## config.mk

```make
export PLATFORM = sky130hd
export DESIGN_NAME = alu_issue_flat
export DESIGN_NICKNAME = d
export VERILOG_FILES = /design/src/rtl/alu_issue_if.sv /design/src/rtl/alu_issue.sv /design/src/flat_wrapper.sv
export SDC_FILE = /design/constraint.sdc
export NUM_CORES = 1
export LEC_CHECK = 0
export ABC_AREA = 1
export ABC_CLOCK_PERIOD_IN_PS = 1100
export BUFFER_PORTS_ARGS = -buffer_cell sky130_fd_sc_hd__buf_2
export CORE_MARGIN = 8
export CORE_UTILIZATION = 40
export CTS_BUF_LIST = sky130_fd_sc_hd__clkbuf_4 sky130_fd_sc_hd__clkbuf_8 sky130_fd_sc_hd__clkbuf_16
export DETAILED_ROUTE_END_ITERATION = 10
export PLACE_DENSITY = 0.74
export SLEW_MARGIN = 30
export SYNTH_ARGS = -nofsm -noshare
export SYNTH_HDL_FRONTEND = slang
export SYNTH_SLANG_ARGS = --single-unit
```

## constraint.sdc

```tcl
create_clock -name phi1 -period 1.1 [get_ports phi1]
set_input_delay 0.275 -clock phi1 [delete_from_list [all_inputs] [get_ports phi1]]
set_output_delay 0.275 -clock phi1 [all_outputs]
set_load 0.1 [all_outputs]
```

## src/rtl/alu_issue_if.sv

```systemverilog
// Request channel between an instruction sequencer (master) and alu_issue (slave).
// Also carries the shared ALU width/opcode/flag-position macros.
`ifndef ALU_ISSUE_DEFS
`define ALU_ISSUE_DEFS
`define REG_WIDTH 8
`define OPP_WIDTH 4
`define SUM   4'h0
`define AND   4'h1
`define OR    4'h2
`define XOR   4'h3
`define SR    4'h4
`define CARRY 0
`define ZERO  1
`define NEG   7
`endif

interface alu_issue_if;
    logic                  req_valid;
    logic                  req_ready;
    logic [`OPP_WIDTH-1:0] req_func;
    logic [`REG_WIDTH-1:0] req_a;
    logic [`REG_WIDTH-1:0] req_b;
    logic [1:0]            req_dst;

    modport master (
        output req_valid, req_func, req_a, req_b, req_dst,
        input  req_ready
    );

    modport slave (
        input  req_valid, req_func, req_a, req_b, req_dst,
        output req_ready
    );
endinterface

```

## src/rtl/alu_issue.sv

```systemverilog
// Issues one operation at a time to a handshaked ALU and writes back result and flags.
// Optional feature: define ALU_ISSUE_TIMEOUT_EN to enable the handshake timeout and err flag.
`ifndef ALU_ISSUE_DEFS
`define ALU_ISSUE_DEFS
`define REG_WIDTH 8
`define OPP_WIDTH 4
`define SUM   4'h0
`define AND   4'h1
`define OR    4'h2
`define XOR   4'h3
`define SR    4'h4
`define CARRY 0
`define ZERO  1
`define NEG   7
`endif

module alu_issue #(
    parameter int                    TIMEOUT_CYCLES = 8,
    parameter logic [`OPP_WIDTH-1:0] IDLE_FUNC      = {`OPP_WIDTH{1'b1}}
) (
    input  logic                  phi1,
    input  logic                  reset_n,
    alu_issue_if.slave            req,
    output logic [`REG_WIDTH-1:0] alu_a,
    output logic [`REG_WIDTH-1:0] alu_b,
    output logic [`OPP_WIDTH-1:0] alu_func,
    output logic [`REG_WIDTH-1:0] alu_status_in,
    input  logic [`REG_WIDTH-1:0] alu_dout,
    input  logic [`REG_WIDTH-1:0] alu_status_out,
    input  logic                  alu_wout,
    output logic                  wb_valid,
    output logic [1:0]            wb_dst,
    output logic [`REG_WIDTH-1:0] wb_data,
    output logic [`REG_WIDTH-1:0] status_reg,
    output logic                  err,
    input  logic                  err_clr
);

    typedef enum logic [1:0] {
        IDLE,
        WAIT,
        GAP
    } state_t;

    state_t     state;
    logic [1:0] dst;

    // Flag bits the issuer does not own are read only for their own sake.
    logic unused_inputs;
    assign unused_inputs = &{1'b0, alu_status_out, err_clr};

    assign req.req_ready = (state == IDLE);

`ifdef ALU_ISSUE_TIMEOUT_EN
    logic [7:0] tmo_cnt;
    logic       tmo_hit;

    // Counter holds cycles already spent, so this is the cycle that reaches the limit.
    assign tmo_hit = (tmo_cnt == 8'(TIMEOUT_CYCLES - 1));
`else
    assign err = 1'b0;
`endif

    always_ff @(posedge phi1 or negedge reset_n) begin
        if (!reset_n) begin
            state         <= IDLE;
            dst           <= '0;
            alu_a         <= '0;
            alu_b         <= '0;
            alu_func      <= IDLE_FUNC;
            alu_status_in <= '0;
            wb_valid      <= 1'b0;
            wb_dst        <= '0;
            wb_data       <= '0;
            status_reg    <= '0;
`ifdef ALU_ISSUE_TIMEOUT_EN
            err           <= 1'b0;
            tmo_cnt       <= '0;
`endif
        end else begin
            wb_valid <= 1'b0;
`ifdef ALU_ISSUE_TIMEOUT_EN
            // NOTE: a timeout later in this block overrides this clear, since the last non-blocking write wins.
            if (err_clr) err <= 1'b0;
            if (state != IDLE) tmo_cnt <= tmo_cnt + 8'd1;
`endif
            case (state)
                IDLE: begin
                    if (req.req_valid) begin
                        alu_a         <= req.req_a;
                        alu_b         <= req.req_b;
                        alu_func      <= req.req_func;
                        dst           <= req.req_dst;
                        alu_status_in <= status_reg;
                        state         <= WAIT;
`ifdef ALU_ISSUE_TIMEOUT_EN
                        tmo_cnt       <= '0;
`endif
                    end
                end

                WAIT: begin
                    if (alu_wout) begin
                        wb_valid <= 1'b1;
                        wb_data  <= alu_dout;
                        wb_dst   <= dst;
                        alu_func <= IDLE_FUNC;
                        status_reg[`ZERO] <= alu_status_out[`ZERO];
                        status_reg[`NEG]  <= alu_status_out[`NEG];
                        if (alu_func == `SUM || alu_func == `SR)
                            status_reg[`CARRY] <= alu_status_out[`CARRY];
                        state <= GAP;
`ifdef ALU_ISSUE_TIMEOUT_EN
                        tmo_cnt <= '0;
                    end else if (tmo_hit) begin
                        err      <= 1'b1;
                        alu_func <= IDLE_FUNC;
                        state    <= IDLE;
`endif
                    end
                end

                GAP: begin
                    // Wait for the ALU to drop done so a stale wout cannot complete the next op.
                    if (!alu_wout) begin
                        state <= IDLE;
`ifdef ALU_ISSUE_TIMEOUT_EN
                    end else if (tmo_hit) begin
                        err      <= 1'b1;
                        alu_func <= IDLE_FUNC;
                        state    <= IDLE;
`endif
                    end
                end

                default: state <= IDLE;
            endcase
        end
    end

endmodule
```

## src/flat_wrapper.sv

```systemverilog
// flat-port wrapper written by rule: the top's interface ports become plain ports
module alu_issue_flat 
#(
    parameter int                    TIMEOUT_CYCLES = 8,
    parameter logic [`OPP_WIDTH-1:0] IDLE_FUNC      = {`OPP_WIDTH{1'b1}}
)
  (phi1, reset_n, alu_a, alu_b, alu_func, alu_status_in, alu_dout, alu_status_out, alu_wout, wb_valid, wb_dst, wb_data, status_reg, err, err_clr, req_req_valid, req_req_func, req_req_a, req_req_b, req_req_dst, req_req_ready);
  alu_issue_if req_i ();
  input  logic phi1;
  input  logic reset_n;
  output logic [`REG_WIDTH-1:0] alu_a;
  output logic [`REG_WIDTH-1:0] alu_b;
  output logic [`OPP_WIDTH-1:0] alu_func;
  output logic [`REG_WIDTH-1:0] alu_status_in;
  input  logic [`REG_WIDTH-1:0] alu_dout;
  input  logic [`REG_WIDTH-1:0] alu_status_out;
  input  logic alu_wout;
  output logic wb_valid;
  output logic [1:0] wb_dst;
  output logic [`REG_WIDTH-1:0] wb_data;
  output logic [`REG_WIDTH-1:0] status_reg;
  output logic err;
  input  logic err_clr;
  input wire logic [$bits(req_i.req_valid)-1:0] req_req_valid;
  input wire logic [$bits(req_i.req_func)-1:0] req_req_func;
  input wire logic [$bits(req_i.req_a)-1:0] req_req_a;
  input wire logic [$bits(req_i.req_b)-1:0] req_req_b;
  input wire logic [$bits(req_i.req_dst)-1:0] req_req_dst;
  output wire logic [$bits(req_i.req_ready)-1:0] req_req_ready;
  assign req_i.req_valid = req_req_valid;
  assign req_i.req_func = req_req_func;
  assign req_i.req_a = req_req_a;
  assign req_i.req_b = req_req_b;
  assign req_i.req_dst = req_req_dst;
  assign req_req_ready = req_i.req_ready;
  alu_issue #(.TIMEOUT_CYCLES(TIMEOUT_CYCLES), .IDLE_FUNC(IDLE_FUNC)) u_core (.phi1(phi1), .reset_n(reset_n), .req(req_i), .alu_a(alu_a), .alu_b(alu_b), .alu_func(alu_func), .alu_status_in(alu_status_in), .alu_dout(alu_dout), .alu_status_out(alu_status_out), .alu_wout(alu_wout), .wb_valid(wb_valid), .wb_dst(wb_dst), .wb_data(wb_data), .status_reg(status_reg), .err(err), .err_clr(err_clr));
endmodule
```

==> metrics.txt, run 1 <==
cell with the most instances after synthesis sky130_fd_sc_hd__nand2_1; Synth Area per Inst roughly 8.8 um^2; buffer cell driving the clock tree root sky130_fd_sc_hd__clkbuf_8; total wire length roughly 5900 um; CP required ~0.8 ns; post-synthesis instance area 1760 um^2; number of flip-flops and latches in the synthesized netlist about 40; count of mapped cells out of synthesis slightly below 200; Placement Cell Area 2850 um^2; max capacitance violation total 0; number of pins exceeding their max-slew limit in the final report 0; final worst setup slack -0.270 ns; class of the worst hold path primary input to flop; placeable core region 4290 um^2; start-to-end type of the worst setup path flop to primary output; maximum number of pins on one net before global-route repair 22; Die X-Extent between 80 and 90 um; remaining global-route overflow 0; list of cells traversed by the critical path buf_12; residual DRC count 0; detailed-routed wire length on met3 between 400 and 500 um; Initial Utilization between 40% and 50%; violations in the final reports negative setup slack; unrepaired setup endpoints after global routing yes; 1st-pass router iterations 4; cell at the slowest stage of the critical path sky130_fd_sc_hd__dfstp_4; CTS clock-pin slew for the worst setup and hold paths about 0.08 ns; post-synth top area share between 50% and 60%; highest layer used for signal routing met4; number of antenna violations at the first check in global routing 0; GRT Resource Usage Total 14.9%; Via Count approximately 1700; DIE HEIGHT 82.3 um; Arrival @ worst endpoint between 1 and 1.5 ns; Port Buf Inserts 74; global-route wire length before repair a little under 8000 um; critical path buffer and inverter count 1; final std cell area, no fill approximately 3500 um^2; Inserted Diodes 0; prevailing post-synth register cell sky130_fd_sc_hd__dfrtp_1; TritonCTS Sinks 41; CP delay by family, top flip-flops; number of synthesized flops with an enable pin 0; routed via count divided by cell count 4.71; Final nets approximately 350; row cnt 24; CP Capture Type primary output; share of cells above drive strength 1 a little under 70%; full die area just under 7000 um^2; leading post-synthesis cells by instance count 96 x sky130_fd_sc_hd__nand2_1, 37 x sky130_fd_sc_hd__dfrtp_1, 26 x sky130_fd_sc_hd__nand3_1; delay of the slowest cell on the worst path around 0.64 ns; post-synthesis adder-cell area fraction 0%; vias in the first global route roughly 1700; Inserted Clock Buffers 5; number of distinct library cell variants in the gate-level netlist after synthesis 16; clock period minus final worst setup slack between 1 and 1.5 ns; post-synthesis compound-gate area fraction less than 1%; Layout Skew ~0.010 ns; CTS max path bufs 2; Iteration-0 DRC Markers 90; run status complete, but fails checks; number of hold violations in the final report 0; peak fanout along the critical path 2; Period Utilization, post-route 125%; Top-Level Pins about 90; share of async-settable or async-resettable flops after synthesis 100%; main combinational cell family by area after synthesis simple AND/OR/NAND/NOR gates; routed length per placed instance 16.5 um; simple-gate area share of the yosys netlist 30.6%; Max Freq about 730 MHz; gpl congestion between 0.7 and 0.8; cells taking the most area after synthesis sky130_fd_sc_hd__dfrtp_1 53%, sky130_fd_sc_hd__nand2_1 20%, sky130_fd_sc_hd__nand3_1 7.4%, sky130_fd_sc_hd__dfstp_2 6.0%, sky130_fd_sc_hd__buf_4 4.7%; launching element type of the critical path flop; fraction of synthesized cell area in xor and xnor cells 0%; sum of net half-perimeters after detailed placement around 3600 um; Regs by FF count u_core.alu_a (8), u_core.alu_b (8), u_core.wb_data (8); count of synthesis-stage warnings from yosys 5; share of cell area taken by muxes after synthesis 0%; met1 routed wirelength after detailed routing 2420 um; biggest area consumer among synthesized cells sky130_fd_sc_hd__dfrtp_1; endpoints failing setup 78; antenna viol nets, final 0; worst skew pair latency approximately 0.29 ns; routed length on met2 3060 um; H-tree Lvls 2; TritonCTS clock tree yes; post-synthesis sequential area ratio 58.6%; growth of design area from synthesis to finish 97.9%
[worst paths after layout]
path | from | to | cells past startpoint | slack, ns
worst max-delay path | u_core.alu_func[2]$_DFFE_PN1P_ | alu_func[2] | 1 | -0.27
worst min-delay path | alu_dout[2] | u_core.wb_data[2]$_DFFE_PN0P_ | 3 | 0.19
worst max register to register | u_core.state[1]$_DFFE_PN0P_ | u_core.wb_data[6]$_DFFE_PN0P_ | 7 | -0.20
worst min register to register | u_core.dst[0]$_DFFE_PN0P_ | u_core.dst[0]$_DFFE_PN0P_ | 2 | 0.51
max in group asynchronous | reset_n | u_core.alu_func[1]$_DFFE_PN1P_ | 3 | 0.24
min in group asynchronous | reset_n | u_core.wb_data[5]$_DFFE_PN0P_ | 2 | 0.40
[placed cells by master, fill, tap and decap left out, types with 3 or more instances in the layout]
cell type,instances
sky130_fd_sc_hd__buf_12,43
sky130_fd_sc_hd__buf_2,36
sky130_fd_sc_hd__buf_4,14
sky130_fd_sc_hd__buf_6,7
sky130_fd_sc_hd__clkbuf_16,3
sky130_fd_sc_hd__clkbuf_8,5
sky130_fd_sc_hd__conb_1,11
sky130_fd_sc_hd__dfrtp_1,3
sky130_fd_sc_hd__dfrtp_2,34
sky130_fd_sc_hd__dfstp_4,4
sky130_fd_sc_hd__inv_1,4
sky130_fd_sc_hd__nand2_1,71
sky130_fd_sc_hd__nand2_2,23
sky130_fd_sc_hd__nand2_4,3
sky130_fd_sc_hd__nand2_8,4
sky130_fd_sc_hd__nand3_1,3
sky130_fd_sc_hd__nand3_2,23
[per-stage QoR]
stage	std cells	hold slack (ns)	setup slack, ns	setup TNS, ns	util, %
floorplan	209	-0.0206	-0.0499	-0.0639	-
global placement	326	0.165	-0.0819	-0.344	66.3
detailed placement	326	0.178	-0.112	-0.849	66.3
CTS	345	0.177	-0.281	-4.37	71.3
global route	359	0.186	-0.306	-12.90	81.1
finish	359	0.185	-0.270	-9.72	81.1
[timing repair]
action                                  in CTS  in global routing
pin swaps                                    3                 28
endpoints found under the setup margin      63                 78
hold buffers                                 1                  0
setup buffers                                9                 11
gates cloned                                 1                  5
gates resized for setup                      9                 67
endpoints found under the hold margin        8                  0
[cell families after synthesis]
group                  Yosys count
AO/OA/AOI/OAI                    3
buffers and inverters           26
AND/OR/NAND/NOR                128
flip-flops                      41
other                            1
[area by class of cell]
type / count / area (um^2)
clock buffer: 7 / 83.8
clock inverter: 1 / 5.00
fill: 248 / 810
inverter: 7 / 28.8
multi-input combinational: 145 / 873
sequential: 41 / 1090
tap: 52 / 65.1
timing repair buffer: 106 / 1340
[layer usage]
layer	global-route usage, %	up-vias
met5	0	-
li1	-	812
met3	4.11	5
met1	18.4	817
met4	3.16	0
met2	25.5	58
Power of run 1 is left out: the tool's default activity adds up to more than one toggle a clock period on the data nets, which glitch-free logic cannot reach.
==> run 2: changes to the inputs <==
--- a/config.mk
+++ b/config.mk
@@ -9,10 +9,10 @@
 export ABC_CLOCK_PERIOD_IN_PS = 1100
 export BUFFER_PORTS_ARGS = -buffer_cell sky130_fd_sc_hd__buf_2
 export CORE_MARGIN = 8
-export CORE_UTILIZATION = 40
+export CORE_UTILIZATION = 30
 export CTS_BUF_LIST = sky130_fd_sc_hd__clkbuf_4 sky130_fd_sc_hd__clkbuf_8 sky130_fd_sc_hd__clkbuf_16
 export DETAILED_ROUTE_END_ITERATION = 10
-export PLACE_DENSITY = 0.74
+export PLACE_DENSITY = 0.58
 export SLEW_MARGIN = 30
 export SYNTH_ARGS = -nofsm -noshare
 export SYNTH_HDL_FRONTEND = slang
==> metrics.txt, run 2 (same netlist as run 1, synthesis figures left out) <==
delay of the slowest cell on the worst path 0.64 ns (about the same); class of the worst hold path primary input to flop; Inserted Clock Buffers 5 (unchanged); routed length per placed instance 14.2 um (-14%); antenna viol nets, final 0 (unchanged); total negative slack -4.18 ns (+5.54 ns); growth of design area from synthesis to finish 90.8%; Period Utilization, post-route 125% (+0.90 points); violations in the final reports negative setup slack; CTS max path bufs 2 (unchanged); 1st-pass router iterations 4 (unchanged); routed via count divided by cell count 4.29 (-9.0%); run status complete, but fails checks; placed cells 349 (+7.1%); start-to-end type of the worst setup path flop to primary output; DIE HEIGHT 92.6 um (+12%); CP required 0.82 ns (about the same); most frequent standard cell in the layout excluding fill and tap cells sky130_fd_sc_hd__nand2_1; sum of net half-perimeters after detailed placement 3640 um (+1.2%); remaining global-route overflow 0 (unchanged); final worst setup slack -0.280 ns (-0.00993 ns); launching element type of the critical path flop; number of antenna violations at the first check in global routing 0 (unchanged); top library cells by usage in the layout, fill and taps aside 56 x sky130_fd_sc_hd__nand2_1, 40 x sky130_fd_sc_hd__buf_12, 37 x sky130_fd_sc_hd__nand2_2; maximum number of pins on one net before global-route repair 42 (+91%); Max Freq 725 MHz (-0.72%); Final nets 345 (-1.1%); Iteration-0 DRC Markers 106 (+18%); worst skew pair latency 0.28 ns (about the same); global-route wire length before repair 8580 um (+8.8%); TritonCTS Sinks 41 (unchanged); number of pins exceeding their max-slew limit in the final report 0 (unchanged); CP Capture Type primary output; Post-Route Utilization 58.1% (-23 points); total wire length 5370 um (-9.6%); critical path buffer and inverter count 1 (unchanged); Initial Utilization 30.5% (-11 points); Final Instance Count excl. Fillers 378 (+5.3%); CP delay by family, top flip-flops; list of cells traversed by the critical path buf_12; share of cells above drive strength 1 65.7% (-3.1 points); Top-Level Pins 92 (unchanged); gpl congestion 0.733 (-4.4%); peak fanout along the critical path 2 (unchanged); placeable core region 5780 um^2 (+35%); max capacitance violation total 0 (unchanged); Die X-Extent 92.6 um (+12%); Hold Slack 0.186 ns (+0.000564 ns); CTS clock-pin slew for the worst setup and hold paths 0.08 ns (about the same); H-tree Lvls 2 (unchanged); clock period minus final worst setup slack 1.38 ns (+0.00993 ns); row cnt 28 (+17%); buffer cell driving the clock tree root sky130_fd_sc_hd__clkbuf_8; Regs by FF count u_core.alu_a (8), u_core.alu_b (8), u_core.wb_data (8); full die area 8580 um^2 (+26%); Layout Skew 0.0106 ns (+0.000404 ns); Arrival @ worst endpoint 1.10 ns (about the same); Via Count 1622 (-4.1%); GRT Resource Usage Total 12.7% (-2.3 points); Port Buf Inserts 74 (unchanged); Inserted Diodes 0 (unchanged); unrepaired setup endpoints after global routing yes; residual DRC count 0 (unchanged); number of hold violations in the final report 0 (unchanged); vias in the first global route 1715 (+3.8%); cell at the slowest stage of the critical path sky130_fd_sc_hd__dfstp_4; TritonCTS clock tree yes; endpoints failing setup 65 (-17%)
## run 2: changes by cell type in the layout (fill, tap and decap cells not counted), sizes merged
cell	before	now
clkbuf	10	7
buf	102	101
clkinv	1	0
bufinv	0	1
## run 2: layer usage
metal | part of all wire, % | wire, um | up-vias | track usage, %
li1 | - | - | 809 | -
met1 | 44 | 2370 | 763 | 15.7
met2 | 49 | 2630 | 48 | 20.5
met3 | 6.4 | 341 | 2 | 4.29
met4 | 0.50 | 27 | 0 | 3.62
met5 | 0 | 0 | - | 0
## run 2: area by class of cell
| cell class | instances | area [um^2] |
|---|---|---|
| fillers | 528 | 2420 |
| repair buffers | 102 | 1230 |
| flip-flops and latches | 41 | 1090 |
| multi-input cells | 145 | 800 |
| well taps | 75 | 93.8 |
| clock buffers | 7 | 90.1 |
| clock inverters | 1 | 30.0 |
| inverters | 7 | 28.8 |
## run 2: worst paths after layout
kind / from / end / slack (ns) / depth (start not counted)
min: alu_dout[7] / u_core.wb_data[7]$_DFFE_PN0P_ / 0.19 / 3
min in group asynchronous: reset_n / u_core.wb_data[7]$_DFFE_PN0P_ / 0.50 / 3
max: u_core.alu_func[3]$_DFFE_PN1P_ / alu_func[3] / -0.28 / 1
min reg2reg: u_core.alu_a[1]$_DFFE_PN0P_ / u_core.alu_a[1]$_DFFE_PN0P_ / 0.52 / 2
max in group asynchronous: reset_n / u_core.alu_func[3]$_DFFE_PN1P_ / 0.35 / 3
max reg2reg: u_core.state[0]$_DFFE_PN0P_ / u_core.alu_func[3]$_DFFE_PN1P_ / -0.09 / 6
## run 2: metrics by stage
stage                     worst slack (ns)  cell area [um^2]
after floorplan                    -0.0499              1880
after global placement              -0.164              2840
after detailed placement            -0.187              2840
after CTS                           -0.297              3150
after global routing                -0.313              3360
final                               -0.280              3360
## run 2: repair_timing
action | in CTS | in global routing
hold endpoints to repair | 37 | 0
hold buffers | 1 | 0
setup endpoints to repair | 76 | 78
gates cloned | 3 | 2
resized for setup | 19 | 49
setup buffers | 12 | 4
pin swaps | 3 | 10
Power of run 2 is left out for the same reason.
